--- src/rtl/fifo_rd_stream_if.sv ---
// Read-side stream bundle: FIFO pop port plus the valid/ready stream it feeds.
// The master modport is the adapter; the slave modport is the FIFO plus the downstream consumer.
interface fifo_rd_stream_if #(
   parameter int DATA_WIDTH = 32,
   parameter int CNT_WIDTH  = 2
);
   logic                  o_fifo_rd_en;
   logic                  i_fifo_rd_empty;
   logic [DATA_WIDTH-1:0] i_fifo_rd_data;
   logic                  o_valid;
   logic                  i_ready;
   logic [DATA_WIDTH-1:0] o_data;
   logic [CNT_WIDTH-1:0]  o_level;

   modport master (
      output o_fifo_rd_en,
      input  i_fifo_rd_empty,
      input  i_fifo_rd_data,
      output o_valid,
      input  i_ready,
      output o_data,
      output o_level
   );

   modport slave (
      input  o_fifo_rd_en,
      output i_fifo_rd_empty,
      output i_fifo_rd_data,
      input  o_valid,
      output i_ready,
      input  o_data,
      input  o_level
   );
endinterface

--- src/rtl/fifo_rd_stream.sv ---
// Turns the FIFO pop port (rd_en/empty, data one cycle later) into a valid/ready stream.
// A small prefetch buffer absorbs the read latency so a word can leave every cycle.
module fifo_rd_stream #(
   parameter int DATA_WIDTH = 32,
   parameter int BUF_DEPTH  = 2,
   parameter int ADDR_WIDTH = $clog2(BUF_DEPTH),
   parameter int CNT_WIDTH  = $clog2(BUF_DEPTH + 1)
) (
   input  logic             i_clk,
   input  logic             i_rst,
   input  logic             i_flush,
   fifo_rd_stream_if.master bus
);

   logic [DATA_WIDTH-1:0] buf_q [BUF_DEPTH];
   logic [DATA_WIDTH-1:0] buf_d [BUF_DEPTH];
   logic [ADDR_WIDTH-1:0] wr_ptr_q, wr_ptr_d;
   logic [ADDR_WIDTH-1:0] rd_ptr_q, rd_ptr_d;
   logic [CNT_WIDTH-1:0]  cnt_q, cnt_d;
   logic                  inflight_q, inflight_d;
   logic                  pop;
   logic                  push;
   logic                  rd_en;
   logic [CNT_WIDTH:0]    committed;

   always_comb begin
      pop  = (cnt_q != '0) && bus.i_ready;
      push = inflight_q && !i_flush;

      // Slots already spoken for after this cycle: held words plus the read in flight,
      // minus the word leaving now. Using the pop here lets i_ready keep the FIFO at full rate.
      committed = {1'b0, cnt_q} + (CNT_WIDTH+1)'(inflight_q) - (CNT_WIDTH+1)'(pop);
      rd_en     = !i_rst && !i_flush && !bus.i_fifo_rd_empty
                  && (committed < (CNT_WIDTH+1)'(BUF_DEPTH));

      buf_d      = buf_q;
      wr_ptr_d   = wr_ptr_q;
      rd_ptr_d   = rd_ptr_q;
      cnt_d      = cnt_q + CNT_WIDTH'(push) - CNT_WIDTH'(pop);
      inflight_d = rd_en;

      if (push) begin
         buf_d[wr_ptr_q] = bus.i_fifo_rd_data;
         wr_ptr_d        = wr_ptr_q + ADDR_WIDTH'(1);
      end
      if (pop) begin
         rd_ptr_d = rd_ptr_q + ADDR_WIDTH'(1);
      end

      // Flush drops buffered words and the word still coming out of the FIFO.
      if (i_flush) begin
         wr_ptr_d   = '0;
         rd_ptr_d   = '0;
         cnt_d      = '0;
         inflight_d = 1'b0;
      end
   end

   always_ff @(posedge i_clk) begin
      if (i_rst) begin
         for (int i = 0; i < BUF_DEPTH; i++) begin
            buf_q[i] <= '0;
         end
         wr_ptr_q   <= '0;
         rd_ptr_q   <= '0;
         cnt_q      <= '0;
         inflight_q <= 1'b0;
      end else begin
         buf_q      <= buf_d;
         wr_ptr_q   <= wr_ptr_d;
         rd_ptr_q   <= rd_ptr_d;
         cnt_q      <= cnt_d;
         inflight_q <= inflight_d;
      end
   end

   assign bus.o_fifo_rd_en = rd_en;
   assign bus.o_valid      = (cnt_q != '0);
   assign bus.o_data       = buf_q[rd_ptr_q];
   assign bus.o_level      = cnt_q;

endmodule
--- src/flat_wrapper.sv ---
// flat-port wrapper written by rule: the top's interface ports become plain ports
module fifo_rd_stream_flat 
#(
   parameter int DATA_WIDTH = 32,
   parameter int BUF_DEPTH  = 2,
   parameter int ADDR_WIDTH = $clog2(BUF_DEPTH),
   parameter int CNT_WIDTH  = $clog2(BUF_DEPTH + 1)
)
  (i_clk, i_rst, i_flush, bus_o_fifo_rd_en, bus_i_fifo_rd_empty, bus_i_fifo_rd_data, bus_o_valid, bus_i_ready, bus_o_data, bus_o_level);
  fifo_rd_stream_if #(.DATA_WIDTH(DATA_WIDTH), .CNT_WIDTH(CNT_WIDTH)) bus_i ();
  input  logic i_clk;
  input  logic i_rst;
  input  logic i_flush;
  output wire logic [$bits(bus_i.o_fifo_rd_en)-1:0] bus_o_fifo_rd_en;
  input wire logic [$bits(bus_i.i_fifo_rd_empty)-1:0] bus_i_fifo_rd_empty;
  input wire logic [$bits(bus_i.i_fifo_rd_data)-1:0] bus_i_fifo_rd_data;
  output wire logic [$bits(bus_i.o_valid)-1:0] bus_o_valid;
  input wire logic [$bits(bus_i.i_ready)-1:0] bus_i_ready;
  output wire logic [$bits(bus_i.o_data)-1:0] bus_o_data;
  output wire logic [$bits(bus_i.o_level)-1:0] bus_o_level;
  assign bus_o_fifo_rd_en = bus_i.o_fifo_rd_en;
  assign bus_i.i_fifo_rd_empty = bus_i_fifo_rd_empty;
  assign bus_i.i_fifo_rd_data = bus_i_fifo_rd_data;
  assign bus_o_valid = bus_i.o_valid;
  assign bus_i.i_ready = bus_i_ready;
  assign bus_o_data = bus_i.o_data;
  assign bus_o_level = bus_i.o_level;
  fifo_rd_stream #(.DATA_WIDTH(DATA_WIDTH), .BUF_DEPTH(BUF_DEPTH), .ADDR_WIDTH(ADDR_WIDTH), .CNT_WIDTH(CNT_WIDTH)) u_core (.i_clk(i_clk), .i_rst(i_rst), .i_flush(i_flush), .bus(bus_i));
endmodule
--- config.mk ---
export PLATFORM = sky130hd
export DESIGN_NAME = fifo_rd_stream_flat
export DESIGN_NICKNAME = d
export VERILOG_FILES = /design/src/rtl/fifo_rd_stream_if.sv /design/src/rtl/fifo_rd_stream.sv /design/src/flat_wrapper.sv
export SDC_FILE = /design/constraint.sdc
export NUM_CORES = 1
export LEC_CHECK = 0
export ABC_AREA = 1
export BUFFER_PORTS_ARGS = -buffer_cell sky130_fd_sc_hd__buf_2
export CAP_MARGIN = 10
export CORE_MARGIN = 8
export CORE_UTILIZATION = 58
export DETAILED_ROUTE_END_ITERATION = 12
export PLACE_DENSITY = 0.83
export SYNTH_ARGS = -nofsm -noshare
export SYNTH_HDL_FRONTEND = slang
export SYNTH_SLANG_ARGS = --single-unit
export TNS_END_PERCENT = 30
--- constraint.sdc ---
create_clock -name i_clk -period 3.5 [get_ports i_clk]
set_input_delay 0.7 -clock i_clk [delete_from_list [all_inputs] [get_ports i_clk]]
set_output_delay 0.7 -clock i_clk [all_outputs]
set_load 0.01 [all_outputs]
[After elaboration in Yosys (flattened, before gate mapping)]
Cells that the tools add are included.
Operators by class
  multiplexer cells: 6
  $add $sub $neg: 6
  reductions and logical operators: 11
  bitwise gates (word level): 2
  order comparisons: 4
Operators by type and width (number)
  two-way mux 32 bit: 4
  bitwise mux 64 bit: 1
  demux 32 bit (select 1 bit): 1
  logical AND 1 bit: 6
  greater-or-equal comparator 2 bit (second input constant): 2
  NOT 1 -> 2 bit: 2
  adder 2 x 1 -> 3 bit: 1
  logical NOT 1 bit: 3
  < comparator 3 x 2 -> 1 bit (second input constant): 1
  subtractor 3 x 1 -> 3 bit: 1
  adder 1 bit (second input constant): 2
  adder 2 x 1 -> 2 bit: 1
  < comparator 2 x 1 -> 1 bit (second input constant): 1
  nonzero test 2 bit: 1
  OR reduction 2 bit: 1
  subtractor 2 x 1 -> 2 bit: 1
Word-level totals
  output and inout bits: 36
  logic and storage cells: 35
  bits in registers: 69
  input bits: 37

[Longest topological paths before layout]
Gate-level depths: netlist (run 1).
  depth in word-level cells: 6
  mapped depth: 9
  mapped depth without buffers: 9

[Least setup slack after synthesis (run 1)]
OpenSTA, ideal clock, no wires.
  kind: input to output
  start: in bus_i_ready
  end: out bus_o_fifo_rd_en
  stages: 8
  slack: 0.875 ns
  path buffers: 0
  arrival: 1.925 ns
  required time: 2.800 ns
  cell sequence: inv_1 nor2_1 ha_1 inv_1 nand2_1 fa_1 nand3_1 nor2_1
On the way
  cells in the longest elaborated chain, start to end: 4
Ends and longest elaborated chain
  start: declaration: line flat_wrapper.sv:18  | input wire logic [$bits(bus_i.i_ready)-1:0] bus_i_ready;
  logical AND 1 bit: line fifo_rd_stream.sv:27  | pop = (cnt_q != '0) && bus.i_ready;
  net u_core.pop: line fifo_rd_stream.sv:21  | logic pop;
  subtractor 3 x 1 -> 3 bit: line fifo_rd_stream.sv:32  | committed = {1'b0, cnt_q} + (CNT_WIDTH+1)'(inflight_q) - (CNT_WIDTH+1)'(pop);
  < comparator 3 x 2 -> 1 bit: line fifo_rd_stream.sv:34  | && (committed < (CNT_WIDTH+1)'(BUF_DEPTH));
  logical AND 1 bit: line fifo_rd_stream.sv:34
  end: declaration: line flat_wrapper.sv:14  | output wire logic [$bits(bus_i.o_fifo_rd_en)-1:0] bus_o_fifo_rd_en;
The timed path passes the listed nets, and every way through them passes these cells.

[Worst setup path after layout (run 1)]
Same ends and word-level chain as after synthesis.

==> reports/metrics.csv, run 1 <==
stage;metric;value;unit
synthesis;synth_top_cell_by_area;dfxtp_1;
clocking;ctsHoldBuffers;0;
drt;routedWlPerCell;10.5;microns
sta;clock_skew;0.00749;ns
drt;drtAntennaViolNets;0;
sta;period_needed;2.87;ns
global_routing;grt_use_total;0.171;
synthesis;netlist_area;3210;sq um
floorplan;rows;27;
floorplan;die_x;90.4;microns
finish;final_util;0.681;
critical_path;cpMaxStageDelayCell;fa_1;
placed_design;routabilityCongestion;0.727;
synthesis;synthDistinctLibCells;17;
worst_hold_path;hp-start;u_core.wr_ptr_q;
clocking;cts.sinks;69;
flow_run;max_cap_violations;0;
synthesis;yosys.area.top_type_share;0.431;
sta;min_period_over_period;0.820;
clocking;cts.clk_slew.worst_paths;0.07;ns
critical_path;cp_cell_sequence;buf_2 -> inv_1 -> nor2_1 -> ha_1 -> inv_1 -> nand2_1 -> fa_1 -> o21ai_0 -> nor2_1 -> buf_2;
pwr;p_leak;2.11;nW
critical_path;crit_fanout;2;
placed_design;dpl.hpwl;4600;microns
finish;final_nets;618;
sta;tightest_slew;1.05;ns
critical_path;crit_type;in2out;
finish;antenna_cells;0;
synthesis;synthTopCellsByArea;dfxtp_1 43%, nand2_1 19%, nor2_1 16%;
floorplan;die_h;90.4;microns
synthesis;postSynthCellCount;517;
clocking;cts_tree;done;
sta;rsz0062_at_grt;false;
critical_path;worstPathArrival;2.17;ns
clocking;cts-root-buf;clkbuf_8;
clocking;ctsResizeCount;0;
sta;hold_violations;0;
synthesis;synth_warnings;0;
finish;areaGrowthSynthToFinish;15.5;%
clocking;cts_max_level;3;
placed_design;io_buffers;72;
critical_path;r2r_slack;1.69;ns
clocking;cts_buffers;9;
critical_path;ff2ff_path_depth;8;
drt;detail_route.iter0.violations;173;
clocking;clk_latency;0.33;ns
sta;hold_ws;0.507;ns
floorplan;ios;73;
floorplan;start_util;0.590;
critical_path;cpPeakStageDelay;0.38;ns
global_routing;grt-ovfl-total;0;
drt;drc;0;
synthesis;synth.avg_cell_area;6.21;sq um
critical_path;path_delay_family;adder cells;
synthesis;synth_seq_area_share;0.431;
clocking;cts_setup_buffers;0;
placed_design;placed_cell_area;3550;sq um
pwr;powerDensity;396;nW/um^2
global_routing;grt_max_degree;65;
drt;dr.pass1.iters;4;
floorplan;dieArea;8170;sq um
sta;max_slew_margin;0.297;
drt;via_count;3014;
critical_path;end_kind;primary output;
finish;fin_area;3700;sq um
synthesis;synth-seq-cells;69;
global_routing;first_global_vias;2887;
sta;fin_setup_tns;0;ns
worst_hold_path;min_to;u_core.wr_ptr_q;
worst_hold_path;min_path_type;reg2reg;
critical_path;r2r_start;u_core.bus.o_level[1];
finish;drive_gt1_frac;0.157;
critical_path;rr_endpoint;u_core.inflight_q;
sta;setup_viol;0;
finish;seq_area;1380;sq um
finish;multi_input_area;1410;sq um
critical_path;worstPathBufferInverterCount;4;
synthesis;syn_nets;558;
drt;wl;6850;microns
floorplan;coreArea;5440;sq um
drt;routed_via_density;4.62;
pwr;vdd_ir_drop_max;0.000314;V
critical_path;startpoint_type;primary input;
worst_hold_path;holdPathStages;2;
finish;nFillCells;524;
status;outcome;complete, no violations;
sta;maxSlewViolCount;0;
global_routing;grt_antenna_before_repair;0;
global_routing;grt_pass1_wl;11800;microns
sta;max_freq;349;MHz
clocking;cts_max_path_buffers;2;
critical_path;cp.required;2.80;ns
## routing by layer
metal	wire length, microns	vias up	GRT usage	share of wire
met5	0	-	0	0
met4	121	0	0.0791	0.018
met3	297	13	0.0466	0.043
met2	3280	60	0.302	0.48
met1	3150	1324	0.185	0.46
li1	-	1617	-	-
## worst min-delay path, stage by stage (launching register included)
cell and delay, ns:
dfxtp_1 0.33, o21ai_0 0.08, a21oi_1 0.06
## logic make-up (layout without fill, tap and decap cells)
group                    count (synthesis)  count (layout)  share of synthesized area
AND/OR/NAND/NOR                        306             306                      0.361
AO/OA/AOI/OAI                           35              35                     0.0546
XOR/XNOR                                 1               1                    0.00273
flip-flops                              69              69                      0.431
buffers and inverters                  102             166                      0.133
adder cells (fa/ha/maj)                  4               4                     0.0179
## stage by stage
stage	power, mW	setup WS [ns]	cells
floorplan	0.891	0.875	517
global placement	0.937	0.685	638
CTS	1.48	0.618	653
global route	1.53	0.487	653
finish	1.47	0.631	653
detailed placement	0.941	0.623	638
## registers in the layout (all words and copies together) (netlist names)
register	cells
u_core.inflight_q	1
u_core.buf_q	64
u_core.wr_ptr_q	1
u_core.rd_ptr_q	1
u_core.bus.o_level	2
## placed cells by master (no fill, tap or decap)
cell,synthesis,final
a21oi_1,1,1
buf_2,11,72
buf_4,4,3
clkbuf_1,6,3
clkbuf_8,0,10
clkinv_2,0,2
dfxtp_1,69,68
dfxtp_2,0,1
fa_1,1,1
ha_1,3,3
inv_1,75,75
inv_2,1,1
nand2_1,164,164
nand3_1,3,2
nand3_2,1,2
nor2_1,138,138
o21ai_0,34,34
xnor2_1,1,1
## power breakdown
group	switching [mW]	internal, mW	total [mW]
combinational	0.0722	0.0435	0.116
sequential	0.00561	0.801	0.807
clock	0.272	0.271	0.543
## synthesized netlist by cell type (all sizes together)
| library cell | instances |
|---|---|
| inv | 76 |
| nor2 | 138 |
| nand3 | 4 |
| nand2 | 164 |
| xnor2 | 1 |
| ha | 3 |
| dfxtp | 69 |
| o21ai | 34 |
| fa | 1 |
| clkbuf | 6 |
| a21oi | 1 |
| buf | 20 |
## final cells by class
| class | count | share of cell area |
|---|---|---|
| clock buffers | 13 | 0.0402 |
| multi-input cells | 346 | 0.379 |
| repair buffers | 75 | 0.103 |
| well taps | 72 | 0.0243 |
| clock inverters | 2 | 0.00270 |
| inverters | 76 | 0.0770 |
| flip-flops and latches | 69 | 0.373 |
## worst max-delay path by stage
stage                     startpoint                to  slack [ns]  cells past startpoint
2_1_floorplan            bus_i_ready  bus_o_fifo_rd_en        0.87                      8
3_3_place_gp             bus_i_ready  bus_o_fifo_rd_en        0.68                     10
3_5_place_dp             bus_i_ready  bus_o_fifo_rd_en        0.62                     10
4_1_cts                  bus_i_ready  bus_o_fifo_rd_en        0.62                     10
5_1_grt        u_core.bus.o_level[1]  bus_o_fifo_rd_en        0.49                      9
6_report                 bus_i_ready  bus_o_fifo_rd_en        0.63                     10
Note: power is estimated with default switching activity, not from simulation.
==> inputs of run 2 (changes only) <==
CORE_UTILIZATION = 54   (was 58)
PLACE_DENSITY = 0.78   (was 0.83)
clock period = 2.9 ns   (was 3.5 ns; I/O delays follow)
==> run 2 against run 1 <==
First-iteration DRC count shrank 22%. Sequential share of layout area shrank 0.83 points. Via count is essentially flat. Largest cell class unchanged. Combinational power grew 24%. Clock power grew 46%. Global-route usage shrank 0.58 points. Register-to-register slack lost 0.51 ns. Cell area grew 2.3%. Critical endpoint unchanged.
==> reports/metrics.csv, run 2 (synthesized netlist as in run 1, its figures left out) <==
stage;metric;value;unit;change
sta;maxSlewViolCount;0;;unchanged
floorplan;die_x;93.1;microns;was 90.4 microns
critical_path;cpMaxStageDelayCell;fa_1;;unchanged
drt;dr.pass1.iters;4;;unchanged
drt;drc;0;;unchanged
global_routing;grt_max_degree;45;;was 65
critical_path;end_kind;primary output;;unchanged
placed_design;io_buffers;72;;unchanged
drt;drtAntennaViolNets;0;;unchanged
sta;period_needed;2.69;ns;
critical_path;crit_path_frequent_cell;nor2_1;;
flow_run;max_cap_violations;0;;unchanged
drt;detail_route.iter0.violations;135;;was 173
finish;drive_gt1_frac;0.162;;was 0.157
clocking;cts_setup_buffers;0;;unchanged
placed_design;routabilityCongestion;0.775;;was 0.727
clocking;cts_tree;done;;unchanged
critical_path;r2r_start;u_core.bus.o_level[1];;unchanged
finish;top_register;u_core.buf_q;;unchanged
finish;final_cell_count_no_fill;657;;was 653
sta;hold_violations;0;;unchanged
global_routing;grt-ovfl-total;0;;unchanged
sta;fin_setup_tns;0;ns;unchanged
drt;routed_via_density;4.59;;was 4.62
sta;tightest_slew;0.596;ns;was 1.05 ns
floorplan;ios;73;;unchanged
finish;final_cell_mix;164 x nand2_1, 138 x nor2_1, 75 x inv_1;;unchanged
sta;fin_ws;0.206;ns;was 0.631 ns
global_routing;grt_pass1_wl;11800;microns;about the same
clocking;cts_buffers;9;;unchanged
critical_path;r2r_slack;1.18;ns;was 1.69 ns
drt;routedWlPerCell;10.4;microns;was 10.5 microns
critical_path;cp_cell_sequence;nor2_1 -> nor2_1 -> ha_1 -> inv_1 -> nand2_1 -> fa_1 -> nand3_1 -> nor2_1 -> buf_2;;was buf_2 -> inv_1 -> nor2_1 -> ha_1 -> inv_1 -> nand2_1 -> fa_1 -> o21ai_0 -> nor2_1 -> buf_2
critical_path;ff2ff_path_depth;8;;unchanged
finish;layout_commonest_cell;nand2_1;;unchanged
sta;max_freq;371;MHz;
sta;min_period_over_period;0.929;;
global_routing;grt_antenna_before_repair;0;;unchanged
floorplan;rows;28;;was 27
global_routing;first_global_vias;2828;;was 2887
clocking;cts_max_path_buffers;2;;unchanged
global_routing;grt_use_total;0.165;;was 0.171
sta;clock_skew;0.00705;ns;was 0.00749 ns
clocking;clk_latency;0.33;ns;about the same
drt;wl;6840;microns;was 6850 microns
floorplan;coreArea;5820;sq um;was 5440 sq um
critical_path;crit_type;reg2out;;was in2out
critical_path;rr_endpoint;u_core.inflight_q;;unchanged
critical_path;worstPathArrival;2.11;ns;was 2.17 ns
global_routing;busiest_layer;met2;;unchanged
pwr;powerDensity;504;nW/um^2;was 396 nW/um^2
placed_design;dp_cells;643;;was 638
critical_path;startpoint_type;flip-flop;;was primary input
status;outcome;complete, no violations;;unchanged
global_routing;use_met1;0.184;;was 0.185
clocking;cts_max_level;3;;unchanged
sta;rsz0062_at_grt;false;;unchanged
finish;areaGrowthSynthToFinish;18.1;%;was 15.5%
critical_path;cp.required;2.32;ns;was 2.80 ns
worst_hold_path;min_path_type;in2reg;;was reg2reg
pwr;vdd_ir_drop_max;0.000296;V;was 0.000314 V
floorplan;die_h;93.1;microns;was 90.4 microns
finish;seq_area;1380;sq um;unchanged
critical_path;crit_fanout;4;;was 2
placed_design;pre_cts_ws;0.272;ns;was 0.623 ns
finish;final_nets;620;;was 618
placed_design;dpl.hpwl;4670;microns;was 4600 microns
sta;hold_ws;0.481;ns;was 0.507 ns
finish;multi_input_area;1410;sq um;unchanged
sta;setup_viol;0;;unchanged
finish;largest_register_ff_count;64;;unchanged
global_routing;grtUsageMet2;0.283;;was 0.302
pwr;p_leak;2.14;nW;was 2.11 nW
finish;nFillCells;559;;was 524
clocking;cts.clk_slew.worst_paths;0.07;ns;about the same
critical_path;cp-endpoint;bus_o_fifo_rd_en;;unchanged
finish;antenna_cells;0;;unchanged
clocking;cts-root-buf;clkbuf_8;;unchanged
clocking;cts.sinks;69;;unchanged
drt;via_count;3013;;was 3014
sta;max_slew_margin;0.602;;was 0.297
critical_path;cpPeakStageDelay;0.48;ns;was 0.38 ns
floorplan;dieArea;8660;sq um;was 8170 sq um
global_routing;met3_usage;0.0449;;was 0.0466
floorplan;start_util;0.552;;was 0.590
critical_path;startpoint;u_core.bus.o_level[1];;was bus_i_ready
==> run 2: changes by cell type in the layout (fill, tap and decap cells not counted) <==
| cell | previous run | this run |
|---|---|---|
| buf_12 | 0 | 2 |
| bufinv_16 | 0 | 1 |
| clkbuf_1 | 3 | 1 |
| clkbuf_8 | 10 | 12 |
| clkinv_2 | 2 | 0 |
| o21ai_0 | 34 | 33 |
| o21ai_1 | 0 | 1 |
==> run 2: metal layers <==
layer	part of all wire	up-vias	routed length (microns)
met4	0.0085	0	58
met1	0.46	1312	3130
li1	-	1623	-
met2	0.47	72	3220
met5	0	-	0
met3	0.062	6	427
==> run 2: area by class of cell <==
class                      count  area share
clock inverter                 1     0.00793
multi-input combinational    346       0.371
inverter                      76      0.0753
timing repair buffer          77       0.112
clock buffer                  13      0.0446
sequential                    69       0.365
tap                           75      0.0248
==> run 2: worst min-delay path by stage <==
stage / from / to / slack [ns] / cells after the start
final: bus_i_fifo_rd_data[19] / u_core.buf_q[51] / 0.48 / 3
after global routing: bus_i_fifo_rd_data[5] / u_core.buf_q[5] / 0.48 / 3
after CTS: bus_i_fifo_rd_data[19] / u_core.buf_q[19] / 0.46 / 3
after detailed placement: u_core.buf_q[9] / u_core.buf_q[9] / 0.50 / 4
after global placement: u_core.wr_ptr_q / u_core.wr_ptr_q / 0.49 / 2
after floorplan: u_core.wr_ptr_q / u_core.wr_ptr_q / 0.47 / 2
==> run 2: power breakdown <==
part	total [mW]	leakage [nW]	switching [mW]	internal, mW
Combinational	0.144	1.48	0.0888	0.0556
Sequential	0.973	0.559	0.00657	0.967
Clock	0.791	0.102	0.332	0.459
Total	1.91	2.14	0.428	1.48
==> run 2: critical path, delay by kind of cell (launching register included) <==
family / cells / cell delay [ns]
flip-flops: 1 / 0.40
adder cells (fa/ha/maj): 2 / 0.74
AND/OR/NAND/NOR: 5 / 0.44
buffers and inverters: 2 / 0.21
==> run 2: timing repair <==
item,CTS,global route
hold buffers,0,0
gates resized for setup,0,1
setup endpoints to repair,0,1
==> run 2: through the flow <==
step / total power [mW] / area, sq um / utilization
3_3_place_gp: 1.14 / 3590 / 0.617
2_1_floorplan: 1.07 / 3210 / -
5_1_grt: 1.99 / 3790 / 0.651
3_5_place_dp: 1.14 / 3590 / 0.617
6_report: 1.91 / 3790 / 0.651
4_1_cts: 1.93 / 3790 / 0.651
==> inputs of run 3 (changes only) <==
ABC_AREA = unset   (was 1)
PLACE_DENSITY = 0.77   (was 0.78)
==> run 3 against run 2 <==
Cell area rose by 4.0%. Global-route usage fell by 0.97 points. First-iteration DRC count fell by 47%. Largest power group unchanged. Count of clock-buffer cells in the layout is the same. Synthesized cell count down 40%. Clock skew fell by 0.0019 ns. Maximum frequency is 4.9% lower. Highest routed layer unchanged. Worst hold slack lost 0.011 ns. Routed wire length is 3.9% lower.
==> reports/metrics.csv, run 3 <==
stage;metric;value;unit;change
status;outcome;complete, no violations;;unchanged
clocking;cts.clk_slew.worst_paths;0.07;ns;about the same
flow_run;max_cap_violations;0;;unchanged
floorplan;start_util;0.559;;was 0.552
drt;detail_route.iter0.violations;72;;was 135
sta;rsz0062_at_grt;true;;was false
finish;largest_register_ff_count;64;;unchanged
clocking;cts-root-buf;clkbuf_8;;unchanged
sta;maxSlewViolCount;0;;unchanged
critical_path;crit_fanout;4;;unchanged
synthesis;synth_top_cell_by_area;dfxtp_1;;unchanged
sta;period_needed;2.83;ns;was 2.69 ns
drt;routed_via_density;4.94;;was 4.59
finish;antenna_cells;0;;unchanged
finish;drive_gt1_frac;0.345;;was 0.162
sta;hold_ws;0.470;ns;was 0.481 ns
sta;min_period_over_period;0.977;;was 0.929
critical_path;r2r_slack;0.97;ns;was 1.18 ns
drt;dr.pass1.iters;4;;unchanged
synthesis;postSynthCellCount;311;;was 517
synthesis;synth.most_common_cell;nand2b_1;;was nand2_1
pwr;powerDensity;489;nW/um^2;was 504 nW/um^2
clocking;cts_max_level;3;;unchanged
pwr;vdd_ir_drop_max;0.000314;V;was 0.000296 V
synthesis;synth-seq-cells;69;;unchanged
drt;drtAntennaViolNets;0;;unchanged
global_routing;busiest_layer;met2;;unchanged
critical_path;end_kind;primary output;;unchanged
placed_design;io_buffers;72;;unchanged
synthesis;synth_warnings;0;;unchanged
finish;final_nets;421;;was 620
sta;tightest_slew;0.706;ns;was 0.596 ns
clocking;cts_buffers;9;;unchanged
critical_path;cp-endpoint;bus_o_fifo_rd_en;;unchanged
synthesis;synthDistinctLibCells;23;;was 17
pwr;power;1.93;mW;was 1.91 mW
clocking;cts_tree;done;;unchanged
sta;max_freq;353;MHz;was 371 MHz
synthesis;netlist_top_cells_count;97 x nand2b_1, 69 x dfxtp_1, 64 x mux2i_1, 33 x mux2_2, 10 x clkbuf_1;;was 164 x nand2_1, 138 x nor2_1, 75 x inv_1, 69 x dfxtp_1, 34 x o21ai_0
drt;routedWlPerCell;14.3;microns;was 10.4 microns
pwr;p_leak;1.84;nW;was 2.14 nW
floorplan;ios;73;;unchanged
synthesis;async_flop_share;0;;unchanged
clocking;cts.sinks;69;;unchanged
synthesis;synth.avg_cell_area;10.6;sq um;was 6.21 sq um
drt;drc;0;;unchanged
synthesis;synthTopCellsByArea;dfxtp_1 42%, mux2i_1 19%, nand2b_1 18%;;was dfxtp_1 43%, nand2_1 19%, nor2_1 16%
global_routing;grt_pass1_wl;11000;microns;was 11800 microns
drt;via_count;2273;;was 3013
finish;top_register;u_core.buf_q;;unchanged
floorplan;die_h;94.3;microns;was 93.1 microns
synthesis;yosys.area.top_type_share;0.417;;was 0.431
synthesis;netlist_area;3310;sq um;was 3210 sq um
critical_path;rr_endpoint;u_core.inflight_q;;unchanged
global_routing;grt-ovfl-total;0;;unchanged
worst_hold_path;min_path_type;reg2reg;;was in2reg
global_routing;grt_use_total;0.156;;was 0.165
synthesis;synthFlopType;dfxtp_1;;unchanged
critical_path;cp.required;2.32;ns;about the same
finish;layout_commonest_cell;nand2b_1;;was nand2_1
synthesis;synth_seq_area_share;0.417;;was 0.431
global_routing;first_global_vias;2419;;was 2828
floorplan;dieArea;8890;sq um;was 8660 sq um
global_routing;grt_max_degree;103;;was 45
global_routing;grtUsageMet2;0.243;;was 0.283
clocking;clk_latency;0.34;ns;was 0.33 ns
drt;wl;6570;microns;was 6840 microns
global_routing;met3_usage;0.0631;;was 0.0449
clocking;ctsHoldBuffers;0;;unchanged
placed_design;routabilityCongestion;0.673;;was 0.775
finish;final_cell_mix;97 x nand2b_1, 72 x buf_2, 67 x dfxtp_1;;was 164 x nand2_1, 138 x nor2_1, 75 x inv_1
sta;max_slew_margin;0.529;;was 0.602
critical_path;worstPathArrival;2.25;ns;was 2.11 ns
finish;areaGrowthSynthToFinish;19.1;%;was 18.1%
floorplan;die_x;94.3;microns;was 93.1 microns
critical_path;r2r_start;u_core.bus.o_level[1];;unchanged
global_routing;grt_antenna_before_repair;0;;unchanged
clocking;cts_max_path_buffers;2;;unchanged
global_routing;use_met1;0.184;;about the same
synthesis;synth_edf_count;0;;unchanged
sta;clock_skew;0.00517;ns;was 0.00705 ns
synthesis;syn_nets;352;;was 558
critical_path;ff2ff_path_depth;8;;unchanged
placed_design;dpl.hpwl;4330;microns;was 4670 microns
sta;setup_viol;0;;unchanged
sta;fin_setup_tns;0;ns;unchanged
critical_path;crit_type;reg2out;;unchanged
floorplan;coreArea;5920;sq um;was 5820 sq um
sta;hold_violations;0;;unchanged
critical_path;startpoint_type;flip-flop;;unchanged
critical_path;startpoint;u_core.bus.o_level[1];;unchanged
floorplan;rows;28;;unchanged
run 3: changes by cell type in the layout (fill, tap and decap cells not counted), moves of 3 or more:
cell	change
buf_4	+5
inv_1	-72
mux2_2	+33
mux2i_1	+64
nand2_1	-163
nand2b_1	+97
nor2_1	-138
nor3_1	+3
o21ai_0	-33
run 3: logic make-up after synthesis:
kind of cell | after synthesis | synth area share
and+or+nand+nor | 111 | 0.212
muxes | 97 | 0.306
DFF | 69 | 0.417
buffers and inverters | 26 | 0.0374
adders and majority gates | 4 | 0.0174
xor gates and xnor gates | 3 | 0.00794
AOI/OAI and AO/OA | 1 | 0.00227
run 3: per-layer routing:
| metal | vias up | share of wire | wire length [microns] |
|---|---|---|---|
| li1 | 1177 | - | - |
| met1 | 1035 | 0.46 | 3040 |
| met2 | 54 | 0.45 | 2980 |
| met3 | 7 | 0.075 | 490 |
| met4 | 0 | 0.010 | 68 |
| met5 | - | 0 | 0 |
run 3: final cells by class:
| type | instances | area, sq um |
|---|---|---|
| clock buffer | 13 | 169 |
| clock inverter | 3 | 42.5 |
| fill | 481 | 1980 |
| inverter | 4 | 15.0 |
| multi-input combinational | 216 | 1810 |
| sequential | 69 | 1390 |
| tap | 75 | 93.8 |
| timing repair buffer | 80 | 420 |
run 3: critical path, stage by stage, from the launching register on:
cell and delay [ns]:
dfxtp_4 0.36, o21a_1 0.18, ha_1 0.28, inv_2 0.07, nand2_2 0.05, fa_1 0.48, nand2b_1 0.07, nor4_1 0.25
buf_2 0.18
run 3: timing repair:
action / in CTS / in global routing
buffers inserted: 0 / 4
endpoints found under the setup margin: 0 / 1
resized for setup: 0 / 4
run 3: power by group:
group          internal (mW)  switching (mW)
registers              0.959         0.00792
logic                 0.0768          0.0657
clock network          0.467           0.352
total                   1.50           0.426
run 3: per-stage QoR:
step           setup slack [ns]  cell area (sq um)  utilization  instances
2_1_floorplan             0.303               3310            -        311
3_3_place_gp              0.200               3690        0.624        440
3_5_place_dp              0.186               3690        0.624        440
4_1_cts                  0.0350               3900        0.659        456
5_1_grt                 -0.0308               3940        0.665        460
6_report                 0.0673               3940        0.665        460
run 3: worst min-delay path by stage:
stage          cells past startpoint             start          endpoint
4_1_cts                            2  u_core.buf_q[25]  u_core.buf_q[25]
3_3_place_gp                       2  u_core.buf_q[27]  u_core.buf_q[27]
2_1_floorplan                      2  u_core.buf_q[28]  u_core.buf_q[28]
5_1_grt                            2  u_core.buf_q[52]  u_core.buf_q[52]
3_5_place_dp                       2  u_core.buf_q[41]  u_core.buf_q[41]
6_report                           2  u_core.buf_q[39]  u_core.buf_q[39]
